`config.mk`:
```
export PLATFORM = sky130hd
export DESIGN_NAME = booth_datapath
export DESIGN_NICKNAME = d
export VERILOG_FILES = /design/src/rtl/booth_datapath.sv
export SDC_FILE = /design/constraint.sdc
export NUM_CORES = 1
export LEC_CHECK = 0
export ABC_AREA = 1
export CAP_MARGIN = 20
export CELL_PAD_IN_SITES_DETAIL_PLACEMENT = 1
export CELL_PAD_IN_SITES_GLOBAL_PLACEMENT = 1
export CORE_ASPECT_RATIO = 1.2
export CORE_MARGIN = 2
export CORE_UTILIZATION = 40
export DETAILED_ROUTE_END_ITERATION = 8
export DONT_BUFFER_PORTS = 1
export MAX_ROUTING_LAYER = met4
export PLACE_DENSITY = 0.73
export SYNTH_ARGS = -nofsm -noshare
export SYNTH_HDL_FRONTEND = slang
export SYNTH_SLANG_ARGS = --single-unit
```
`constraint.sdc`:
```
create_clock -name clk -period 2.5 [get_ports clk]
set_input_delay 0.625 -clock clk [delete_from_list [all_inputs] [get_ports clk]]
set_output_delay 0.625 -clock clk [all_outputs]
set_load 0.005 [all_outputs]
```
`src/rtl/booth_datapath.sv`:
```
// booth_datapath: A/Q/Q-1/M register datapath for a radix-2 Booth signed multiplier.
module booth_datapath #(
    parameter int WIDTH        = 8,
    parameter int COUNTER_BITS = 3
) (
    input  logic                    clk,
    input  logic                    beginsig,
    input  logic                    locksig,
    input  logic [7:0]              control,
    input  logic [WIDTH-1:0]        multiplicand,
    input  logic [WIDTH-1:0]        multiplier,
    output logic [1:0]              q_reg,
    output logic [COUNTER_BITS-1:0] counter_out,
    output logic [WIDTH-1:0]        outbus,
    output logic                    out_valid
);
    logic [WIDTH:0]          a_q, a_d, m_q, m_d, s;
    logic [WIDTH-1:0]        q_q, q_d, out_q, out_d;
    logic                    q1_q, q1_d, valid_q, valid_d;
    logic [COUNTER_BITS-1:0] cnt_q, cnt_d;
    logic                    ctrl_unused;

    assign ctrl_unused = control[7];
    assign s = control[2] ? (control[3] ? a_q - m_q : a_q + m_q) : a_q;

    always_comb begin
        a_d     = a_q;
        q_d     = q_q;
        q1_d    = q1_q;
        m_d     = m_q;
        cnt_d   = cnt_q;
        out_d   = out_q;
        valid_d = 1'b0;
        if (locksig) begin
            if (control[0]) begin
                a_d   = '0;
                q1_d  = 1'b0;
                cnt_d = '0;
            end else if (control[1]) begin
                m_d = {multiplicand[WIDTH-1], multiplicand};
                q_d = multiplier;
            end else if (control[4]) begin
                {a_d, q_d, q1_d} = {s[WIDTH], s, q_q};
                cnt_d            = cnt_q + COUNTER_BITS'(1);
            end else begin
                a_d = s;
            end
            // output selection reads pre-edge registers, independent of the action above
            out_d   = control[5] ? a_q[WIDTH-1:0] : control[6] ? q_q : out_q;
            valid_d = control[5] | control[6];
        end
    end

    always_ff @(posedge clk) begin
        if (beginsig) begin
            a_q     <= '0;
            q_q     <= '0;
            q1_q    <= 1'b0;
            m_q     <= '0;
            cnt_q   <= '0;
            out_q   <= '0;
            valid_q <= 1'b0;
        end else begin
            a_q     <= a_d;
            q_q     <= q_d;
            q1_q    <= q1_d;
            m_q     <= m_d;
            cnt_q   <= cnt_d;
            out_q   <= out_d;
            valid_q <= valid_d;
        end
    end

    assign q_reg       = {q_q[0], q1_q};
    assign counter_out = cnt_q;
    assign outbus      = out_q;
    assign out_valid   = valid_q;
endmodule
```
# --- Word-level counts from Yosys, hierarchy flattened ---
# Cells that the tools add are included.
word_totals:
  ff_bits: 38
  out_inout_bits: 14
  elab_cells: 38
op_classes:
  n_addsub: 3
  eq_ne: 1
  mux: 15
  bitwise_logic: 3
  n_reduce_logical: 9
op_table:
  columns: ["cell", "n"]
  rows:
  - ["$mux 8", 5]
  - ["$mux 9", 4]
  - ["$add 9x9->9", 1]
  - ["$mux 3", 3]
  - ["$reduce_and 3->1", 3]
  - ["$sub 9x9->9", 1]
  - ["$reduce_bool 2->1", 3]
  - ["$reduce_and 2->1", 2]
  - ["$add 3x1->3 const B", 1]
  - ["$mux 1", 3]
  - ["$ne 2x2->1 const B", 1]
  - ["$not 1->1", 2]
  - ["$reduce_or 2->1", 1]
  - ["$or 1x1->1", 1]

# --- Depth between registers and ports, before layout ---
# Gate-level depths: netlist of run 1.
logic_depth:
  ltp_word: 6
  ltp_mapped: 20
  ltp_nobuf: 20

# --- Worst setup path before layout of run 1 ---
# OpenSTA, ideal clock, no wires.
synth_timing:
  kind: "input port to flip-flop"
  startpoint: "input port control[3]"
  endpoint: "register a_q[7]"
  setup_time_ns: 0.132
  t_arrival_ns: 2.281
  required_ns: 2.368
  slack_ns: 0.087
  path_stages: 17
  n_path_buf: 1
  cell_sequence: "buf_2 inv_1 o21ai_0 o21ai_0 xor2_1 inv_1 ha_1 nand2_1 inv_1 a21oi_1 nand2_1 nand2_1 nand3_1 nand2_1 nand3_1 nand2_1 a21oi_1"
synth_between:
  elab_chain_len: 5
synth_rtl:
  columns: ["element", "line_no", "text"]
  rows:
  - ["start: declaration", "9", "input logic [7:0] control,"]
  - ["$mux 9 (2 in series)", "24", "assign s = control[2] ? (control[3] ? a_q - m_q : a_q + m_q) : a_q;"]
  - ["$mux 8", "42", "end else if (control[4]) begin"]
  - ["$mux 9", "39", "end else if (control[1]) begin"]
  - ["$mux 9", "35", "if (control[0]) begin"]
  - ["end signal: assignment", "56", "a_q <= '0;"]
  - ["end signal: assignment", "64", "a_q <= a_d;"]
  - ["end: declaration", "17", "logic [WIDTH:0] a_q, a_d, m_q, m_d, s;"]
# Every way passes these cells. The select of a mux whose other input is x is not followed.
# A chain may end at the register's enable or synchronous reset.

# --- Final worst setup path of run 1 ---
layout_timing:
  startpoint: "register m_q[1]"
  endpoint: "register a_q[7]"
layout_between:
  elab_chain_len: 6
  elab_cells_between_ends: 7
  classes_between: "add/sub (2); mux (5)"
layout_rtl:
  columns: ["element", "line_no", "text"]
  rows:
  - ["start: declaration", "17", null]
  - ["start signal: assignment", "67", "m_q <= m_d;"]
  - ["$add 9x9->9 or $sub 9x9->9 (tied branches)", "24", null]
  - ["$mux 9 (*) (2 in series)", "24", null]
  - ["$mux 8 (*)", "42", null]
  - ["$mux 9 (*)", "39", null]
  - ["$mux 9 (*)", "35", null]
# Mark *: on every way between the ends. The rest lies on a longest branch, timed or not. The select of a mux whose other input is x is not followed.

==> results of run 1 <==
-- stage by stage --
| step | power [mW] | setup WS (ns) | hold WS [ns] | std cells | instance area, um2 |
|---|---|---|---|---|---|
| global route | 1.842 | -0.1015 | 0.3648 | 410 | 2661 |
| finish | 1.738 | 0.1232 | 0.3740 | 410 | 2661 |
| CTS | 1.705 | 0.002905 | 0.3770 | 408 | 2531 |
| floorplan | 0.9536 | 0.08656 | 0.4440 | 342 | 2297 |
| detailed placement | 1.033 | -0.1372 | 0.4719 | 400 | 2370 |
| global placement | 1.020 | -0.05431 | 0.4610 | 400 | 2370 |
-- cells in the mapped netlist, types with 2 or more instances --
cell type and instances:
o21ai_0 31, clkbuf_1 5, a21oi_1 40, xor2_1 6
nand3_1 30, a31oi_1 9, buf_4 3, nand2_1 72
ha_1 10, inv_1 45, nand2_4 2, inv_2 2
dfxtp_1 38, nand3b_1 2, o211ai_1 2, nor2_1 22
buf_2 6
-- worst register-to-register path, cell delays in order, from the launching register on --
cell and delay [ns]:
dfxtp_2 0.34, inv_2 0.07, ha_4 0.13, inv_2 0.04
nor2_4 0.14, inv_2 0.06, o31ai_4 0.22, xor2_1 0.17
inv_1 0.09, ha_4 0.27, nand2_1 0.08, nand2_2 0.05
a21oi_2 0.13, nand2_1 0.07, nand2_1 0.07, nand3_2 0.08
nand3_2 0.06, nand2_1 0.05, inv_1 0.07, nand2_1 0.05
a21oi_1 0.10
-- power by group through the flow --
stage	clock network, mW	registers, mW	logic [mW]
6_report	0.662	0.671	0.404
5_1_grt	0.702	0.676	0.464
4_1_cts	0.677	0.670	0.358
2_1_floorplan	0	0.673	0.281
3_5_place_dp	0	0.683	0.349
3_3_place_gp	0	0.682	0.338
-- repair_timing --
action | 4_1_cts | 5_1_grt
setup buffers | 0 | 2
resized for setup | 6 | 32
setup endpoints to repair | 3 | 7
pin swaps | 0 | 16
-- flip-flops by register name (all words and copies together), names as in the netlist --
register	count
a_q	9
counter_out	3
m_q	8
out_valid	1
outbus	8
q1_q	1
q_q	8
-- routing by layer --
| metal | track usage [%] | vias up |
|---|---|---|
| met4 | 6.902 | 0 |
| li1 | - | 1133 |
| met5 | - | - |
| met2 | 35.71 | 34 |
| met3 | 4.398 | 10 |
| met1 | 22.47 | 1051 |
-- how the worst min path moves through the flow --
stage          startpoint     end  slack [ns]  cells past startpoint
3_5_place_dp       a_q[8]  a_q[8]        0.47                      2
3_3_place_gp       a_q[8]  a_q[8]        0.46                      2
2_1_floorplan        q1_q    q1_q        0.44                      2
5_1_grt          beginsig  a_q[7]        0.36                      1
4_1_cts          beginsig  a_q[7]        0.38                      1
6_report         beginsig  a_q[4]        0.37                      1
-- placed cells by master, fill, tap and decap left out, drive strengths merged, types with 2 or more instances in the layout --
master,n
ha,10
nand3,30
xor2,6
nand3b,2
nand2,74
clkbuf,6
o211ai,2
bufinv,2
inv,47
dfxtp,38
nor3,2
a21oi,42
nor2,23
o21ai,32
buf,11
a31oi,9
-- kinds of logic (layout without fill, tap and decap cells) --
logic type	after synthesis	after routing	share of synthesized area [%]
adder cells (fa/ha/maj)	11	11	6.318
AND/OR/NAND/NOR	133	133	25.00
multiplexers	1	1	0.4357
AO/OA/AOI/OAI	89	89	21.35
buffers and inverters	63	67	11.11
flip-flops	38	38	33.12
XOR/XNOR	7	7	2.669
-- cell type report --
| type | count | area [um2] | share of cell area (%) |
|---|---|---|---|
| clock buffers | 6 | 82.58 | 3.103 |
| clock inverters | 2 | 60.06 | 2.257 |
| inverters | 48 | 180.2 | 6.770 |
| multi-input cells | 241 | 1411 | 53.03 |
| flip-flops and latches | 38 | 764.5 | 28.73 |
| well taps | 64 | 80.08 | 3.009 |
| repair buffers | 11 | 82.58 | 3.103 |
==> results_dict.tcl, run 1 <==
set metrics [dict create \
    synth-async-reset-ratio_pct 0 \
    critPathBufInv 5 \
    slowest_stage "dfxtp_2" \
    clkPwrFrac_pct 38.1 \
    required_ns 2.74 \
    n_antenna_cell 0 \
    cts_sinks 38 \
    max_stage_delay_ns 0.34 \
    die_w_um 73.18 \
    wl_met2_um 3193 \
    cp_data_arrival_time_ns 2.62 \
    ctsLongestPathBuffers 2 \
    antenna_found_initial 0 \
    crit_type "flip-flop to flip-flop" \
    cts_root_buffer "clkbuf_8" \
    synth_edf_count 0 \
    fp-row-count 30 \
    ys_seq_area_share_pct 33.12 \
    ys_types 34 \
    p_leak_nw 1.148 \
    chipHeight_um 87.02 \
    ir_drop_mv 0.3027 \
    cts_tree "yes" \
    p_int_mw 1.237 \
    worst_r2r_path_depth 20 \
    yosys_warnings 0 \
    numCtsBuffers 5 \
    worst_r2r_endpoint "a_q[7]" \
    drt-total-wl_um 5985 \
    overflow 0 \
    post-route-util_pct 47.58 \
    crit_chain "inv_2 -> ha_4 -> inv_2 -> nor2_4 -> inv_2 -> o31ai_4 -> xor2_1 -> inv_1 -> ha_4 -> nand2_1 -> nand2_2 -> a21oi_2 -> nand2_1 -> nand2_1 -> nand3_2 -> nand3_2 -> nand2_1 -> inv_1 -> nand2_1 -> a21oi_1" \
    synth_nets 380 \
    path_clk_slew_ns 0.08 \
    r2r_start "m_q[1]" \
    grt_max_degree 26 \
    wl_met3_um 232 \
    top_layer_used "met4" \
    crit_path_max_fanout 4 \
    yosys.area.top_type_share_pct 33.12 \
    drc 0 \
    grt_pass1_wl_um 9791 \
    final_layout_size_suffix_gt1_share_pct 17.63 \
    crit_end "a_q[7]" \
    critical_path.top_delay_family "simple AND/OR/NAND/NOR gates" \
    netlist_instances 342 \
    drtAntennaViolNets 0 \
    ys.flop_type "dfxtp_1" \
    drv_slew 0 \
    finalHoldViolCount 0 \
    setup_viol 0 \
    gp_congestion 0.7688 \
    relSlewSlack_pct 59.56 \
    syn-cell-area_um2 2297 \
    p_per_area_nw_per_um2 652.9 \
    fin_crit_sh_pct 95.07 \
    switchingPower_mw 0.5011 \
    syn_avg_cell_area_um2 6.717 \
    clkLatencyLatePin_ns 0.30 \
    fmax_mhz 420.7 \
    vias 2228 \
    track_usage_pct 20.34 \
    switching_share_pct 28.84 \
    start_util_pct 41.07 \
    drt-initial-drc-count 49 \
    tightest_slew_ns 0.6033 \
    tns_ns 0 \
    fillers 726 \
    worst_setup_path_start_kind "flip-flop" \
    wl_met1_um 2447 \
    coreArea_um2 5593 \
    htreeDepth 2 \
    die-area_um2 6368 \
    ctsHoldBuffers 0 \
    numPortBuffers 0 \
    syn2layout_area_growth_pct 15.85 \
    viasPerCell 5.434 \
    path_common_cell "nand2_1" \
    finalNetCount 383 \
    hold_path_class "primary input to flip-flop" \
    r2r_slack_ns 0.12 \
    grt_pass1_vias 2141 \
    cap_viol_max_count 0 \
    rsz0062_at_grt "yes" \
    synth_top_area_cell "dfxtp_1" \
    firstDrtPassIters 5 \
    ios 41 \
    synthTopCellsByArea "dfxtp_1, nand2_1, a21oi_1, inv_1, o21ai_0" \
    min_period_ns 2.377 \
    comb_power_share_pct 23.3 \
    cp-end-kind "flip-flop" \
    crit_path_start "m_q[1]" \
    dp_hpwl_um 4600 \
    seq_power_share_pct 38.6 \
    crit_cells 20 \
    routedWlPerCell_um 14.60 \
    status "completed" \
    finClkSkew_ns 0.007047 \
    ys_ff_latch 38 \
]
(Power assumes the default switching activity.)
==> inputs of run 2 (changes only) <==
--- a/config.mk
+++ b/config.mk
@@ -9,13 +9,14 @@
 export CAP_MARGIN = 20
 export CELL_PAD_IN_SITES_DETAIL_PLACEMENT = 1
 export CELL_PAD_IN_SITES_GLOBAL_PLACEMENT = 1
-export CORE_ASPECT_RATIO = 1.2
+export CORE_ASPECT_RATIO = 1.25
 export CORE_MARGIN = 2
 export CORE_UTILIZATION = 40
 export DETAILED_ROUTE_END_ITERATION = 8
 export DONT_BUFFER_PORTS = 1
 export MAX_ROUTING_LAYER = met4
 export PLACE_DENSITY = 0.73
+export SLEW_MARGIN = 40
 export SYNTH_ARGS = -nofsm -noshare
 export SYNTH_HDL_FRONTEND = slang
 export SYNTH_SLANG_ARGS = --single-unit
==> results_dict.tcl, run 2 (same netlist as run 1, synthesis figures left out) <==
set metrics [dict create \
    status "completed" \
    fillers 716 \
    switchingPower_mw 0.5032 \
    p_total_mw 1.743 \
    viasPerCell 5.467 \
    critical_path.top_delay_family "simple AND/OR/NAND/NOR gates" \
    p_per_area_nw_per_um2 648.0 \
    path_common_cell "nand2_1" \
    rsz0062_at_grt "yes" \
    vias 2258 \
    die-area_um2 6369 \
    routedWlPerCell_um 15.62 \
    start_util_pct 41.92 \
    firstDrtPassIters 4 \
    grt_pass1_vias 2218 \
    tightest_slew_ns 0.6183 \
    switching_share_pct 28.87 \
    drt-total-wl_um 6450 \
    stdcell_count 413 \
    p_int_mw 1.240 \
    finalNetCount 386 \
    max_stage_delay_ns 0.34 \
    required_ns 2.73 \
    min_period_ns 2.405 \
    track_usage_pct 20.88 \
    cts_root_buffer "clkbuf_8" \
    worst_setup_path_start_kind "flip-flop" \
    final_cell_mix "nand2_1, inv_1, a21oi_1" \
    holdWs_ns 0.3860 \
    cts_sinks 38 \
    critPathBufInv 5 \
    postPlaceCellArea_um2 2377 \
    grt_max_degree 26 \
    cap_viol_max_count 0 \
    fin_crit_sh_pct 96.21 \
    fin_ws_ns 0.09484 \
    largest_register_ffs 9 \
    placed_cells 401 \
    crit_type "flip-flop to flip-flop" \
    crit_chain "inv_2 -> ha_4 -> inv_4 -> nor2_4 -> inv_2 -> o31ai_4 -> xor2_1 -> inv_1 -> ha_4 -> nand2_2 -> nand2_2 -> a21oi_2 -> nand2_1 -> nand2_1 -> nand3_2 -> nand3_2 -> nand2_1 -> inv_1 -> nand2_1 -> a21oi_1" \
    comb_power_share_pct 23.9 \
    syn2layout_area_growth_pct 17.10 \
    final_layout_size_suffix_gt1_share_pct 17.48 \
    drtAntennaViolNets 0 \
    finClkSkew_ns 0.007264 \
    drc 0 \
    ir_drop_mv 0.3478 \
    gp_congestion 0.7674 \
    drt-initial-drc-count 80 \
    clkLatencyLatePin_ns 0.30 \
    n_antenna_cell 0 \
    cts_tree "yes" \
    hold_path_class "primary input to flip-flop" \
    p_leak_nw 1.169 \
    antenna_found_initial 0 \
    ios 41 \
    path_clk_slew_ns 0.08 \
    final_common_cell "nand2_1" \
    cp_data_arrival_time_ns 2.64 \
    dp_hpwl_um 4636 \
    cp-end-kind "flip-flop" \
    numPortBuffers 0 \
    die_w_um 71.78 \
    place_ws_ns -0.06361 \
    chipHeight_um 88.73 \
    fp-row-count 30 \
    crit_path_max_fanout 4 \
    seq_power_share_pct 38.6 \
    clkPwrFrac_pct 37.5 \
    setup_viol 0 \
    overflow 0 \
    coreArea_um2 5480 \
    drv_slew 0 \
    final_cell_area_um2 2690 \
    fmax_mhz 415.8 \
    finalHoldViolCount 0 \
    grt_pass1_wl_um 10020 \
    numCtsBuffers 5 \
    htreeDepth 2 \
    slowest_stage "dfxtp_2" \
    ctsLongestPathBuffers 2 \
    regMostFlops "a_q" \
    relSlewSlack_pct 58.56 \
]
==> run 2: cell count changes in the layout (fill, tap and decap cells not counted), sizes merged <==
cell and delta:
buf +3
==> run 2: layout make-up <==
cell class | count | area (um2) | area share (%)
multi-input combinational | 241 | 1410 | 52.42
sequential | 38 | 767.0 | 28.51
inverter | 48 | 185.2 | 6.884
timing repair buffer | 14 | 105.1 | 3.907
clock buffer | 6 | 82.58 | 3.070
tap | 64 | 80.08 | 2.977
clock inverter | 2 | 60.06 | 2.233
==> run 2: power groups by stage <==
stage	registers (mW)	clock network [mW]	logic (mW)
6_report	0.672	0.654	0.417
5_1_grt	0.677	0.691	0.472
4_1_cts	0.670	0.668	0.372
3_5_place_dp	0.683	0	0.355
3_3_place_gp	0.683	0	0.341
2_1_floorplan	0.673	0	0.281
==> run 2: through the flow <==
stage                     TNS, ns  util [%]
after floorplan                 0         -
after global placement          0     43.38
after detailed placement  -0.1197     43.38
after CTS                       0     46.67
after global routing      -0.1844     49.09
final                           0     49.09
==> run 2: per-layer routing <==
metal / wire length (um) / share of wire [%] / up-vias / global-route usage [%]
li1: - / - / 1136 / -
met1: 2590 / 40 / 1070 / 22.41
met2: 3484 / 54 / 40 / 38.47
met3: 238 / 3.7 / 12 / 4.328
met4: 137 / 2.1 / 0 / 6.175
met5: 0 / 0 / - / -
==> run 2: path summary, 6_finish.rpt <==
| check | slack, ns | endpoint | start | cells after the start |
|---|---|---|---|---|
| max | 0.09 | a_q[7] | m_q[1] | 20 |
| min | 0.39 | a_q[4] | beginsig | 1 |
| max reg2reg | 0.09 | a_q[7] | m_q[1] | 20 |
| min reg2reg | 0.48 | q1_q | q1_q | 2 |
==> run 2: what timing repair did <==
| item | in CTS | in global routing |
|---|---|---|
| setup endpoints to repair | 4 | 7 |
| setup buffers | 0 | 4 |
| hold buffers | 0 | 0 |
| gates resized for setup | 7 | 32 |
| pin swaps | 0 | 22 |
==> inputs of run 3 (changes only) <==
--- a/config.mk
+++ b/config.mk
@@ -14,8 +14,8 @@
 export CORE_UTILIZATION = 40
 export DETAILED_ROUTE_END_ITERATION = 8
 export DONT_BUFFER_PORTS = 1
-export MAX_ROUTING_LAYER = met4
 export PLACE_DENSITY = 0.73
+export RECOVER_POWER = 50
 export SLEW_MARGIN = 40
 export SYNTH_ARGS = -nofsm -noshare
 export SYNTH_HDL_FRONTEND = slang
==> results_dict.tcl, run 3 (same netlist as run 1, synthesis figures left out) <==
set metrics [dict create \
    path_common_cell "nand2_1" \
    dp_hpwl_um 4636 \
    tns_ns 0 \
    clkLatencyLatePin_ns 0.30 \
    chipHeight_um 88.73 \
    critical_path.top_delay_family "simple AND/OR/NAND/NOR gates" \
    regMostFlops "a_q" \
    finalNetCount 386 \
    n_antenna_cell 0 \
    finClkSkew_ns 0.007984 \
    track_usage_pct 20.26 \
    ir_drop_mv 0.3469 \
    cp-end-kind "flip-flop" \
    crit_chain "inv_2 -> ha_4 -> inv_4 -> nor2_4 -> inv_2 -> o31ai_4 -> xor2_1 -> inv_1 -> ha_4 -> nand2_4 -> inv_2 -> a21oi_2 -> nand2_1 -> nand2_1 -> nand3_2 -> nand3_2 -> nand2_1 -> inv_1 -> nand2_1 -> a21oi_1" \
    crit_path_max_fanout 4 \
    hold_path_class "primary input to flip-flop" \
    numPortBuffers 0 \
    critPathBufInv 6 \
    rsz0062_at_grt "yes" \
    grt_max_degree 26 \
    syn2layout_area_growth_pct 15.96 \
    relSlewSlack_pct 58.79 \
    coreArea_um2 5480 \
    htreeDepth 2 \
    drt-total-wl_um 6443 \
    hold_start "beginsig" \
    start_util_pct 41.92 \
    grt_pass1_vias 2208 \
    p_total_mw 1.739 \
    drv_slew 0 \
    path_clk_slew_ns 0.08 \
    routedWlPerCell_um 15.60 \
    slowest_stage "dfxtp_2" \
    drtAntennaViolNets 0 \
    final_layout_size_suffix_gt1_share_pct 16.33 \
    r2r_start "m_q[1]" \
    numCtsBuffers 5 \
    setup_viol 0 \
    drt-initial-drc-count 93 \
    cts_root_buffer "clkbuf_8" \
    fmax_mhz 415.6 \
    ctsLongestPathBuffers 2 \
    cap_viol_max_count 0 \
    vias 2238 \
    final_common_cell "nand2_1" \
    tightest_slew_ns 0.6147 \
    firstDrtPassIters 4 \
    status "completed" \
    ios 41 \
    die_w_um 71.78 \
    finalHoldViolCount 0 \
    place_ws_ns -0.06361 \
    min_period_ns 2.406 \
    p_leak_nw 1.160 \
    gp_congestion 0.7576 \
    worst_setup_path_start_kind "flip-flop" \
    viasPerCell 5.419 \
    placed_cells 401 \
    required_ns 2.73 \
    cts_tree "yes" \
    cts_sinks 38 \
    stdcell_count 413 \
    fin_crit_sh_pct 96.26 \
    final_cell_mix "nand2_1, inv_1, a21oi_1" \
    cp_data_arrival_time_ns 2.64 \
    ctsHoldBuffers 0 \
    final_cell_area_um2 2664 \
    crit_path_start "m_q[1]" \
    crit_type "flip-flop to flip-flop" \
    postPlaceCellArea_um2 2377 \
    antenna_found_initial 0 \
    fin_ws_ns 0.09361 \
    largest_register_ffs 9 \
    drc 0 \
    grt_pass1_wl_um 10030 \
    fp-row-count 30 \
    overflow 0 \
    die-area_um2 6369 \
    max_stage_delay_ns 0.34 \
    p_per_area_nw_per_um2 652.6 \
]
[run 3: cell counts in the layout (fill, tap and decap cells not counted)]
No cell type changed its count.
[run 3: worst reg2reg max path: cells and delay by family, from the launching register on]
kind                       cells  cell delay [ns]
and+or+nand+nor                8             0.59
AOI/OAI and AO/OA              3             0.48
adders and majority gates      2             0.41
buffers and inverters          6             0.37
DFF                            1             0.34
xor gates and xnor gates       1             0.16
[run 3: final timing paths]
path         slack [ns]      to  depth (start not counted)
max reg2reg        0.09  a_q[7]                         20
min reg2reg        0.48  a_q[8]                          2
min                0.39  a_q[0]                          1
max                0.09  a_q[7]                         20
[run 3: area by class of cell]
class | instances | area [um2]
fill | 719 | 2816
multi-input combinational | 241 | 1384
timing repair buffer | 14 | 105.1
inverter | 48 | 185.2
tap | 64 | 80.08
sequential | 38 | 767.0
clock inverter | 2 | 60.06
clock buffer | 6 | 82.58
[run 3: repair_timing]
action | CTS | global route
resized for setup | 7 | 32
buffers inserted | 0 | 4
setup endpoints to repair | 4 | 7
gates cloned | 0 | 0
pin swaps | 0 | 22
[run 3: routing by layer]
layer | share of wire (%) | track usage (%)
met3 | 4.1 | 4.784
met4 | 2.1 | 6.175
met5 | 0 | 0
met1 | 40 | 22.28
met2 | 54 | 38.30
[run 3: where the power goes]
group / leakage [nW] / total (mW) / internal [mW] / switching [mW]
registers: 0.313 / 0.672 / 0.639 / 0.0335
logic: 0.776 / 0.413 / 0.174 / 0.239
clock network: 0.0714 / 0.654 / 0.426 / 0.228
[run 3: metrics by stage]
step	util, %	hold WS, ns
after floorplan	-	0.4440
after global placement	43.38	0.4617
after detailed placement	43.38	0.4725
after CTS	46.67	0.3768
after global routing	48.61	0.3756
final	48.61	0.3862
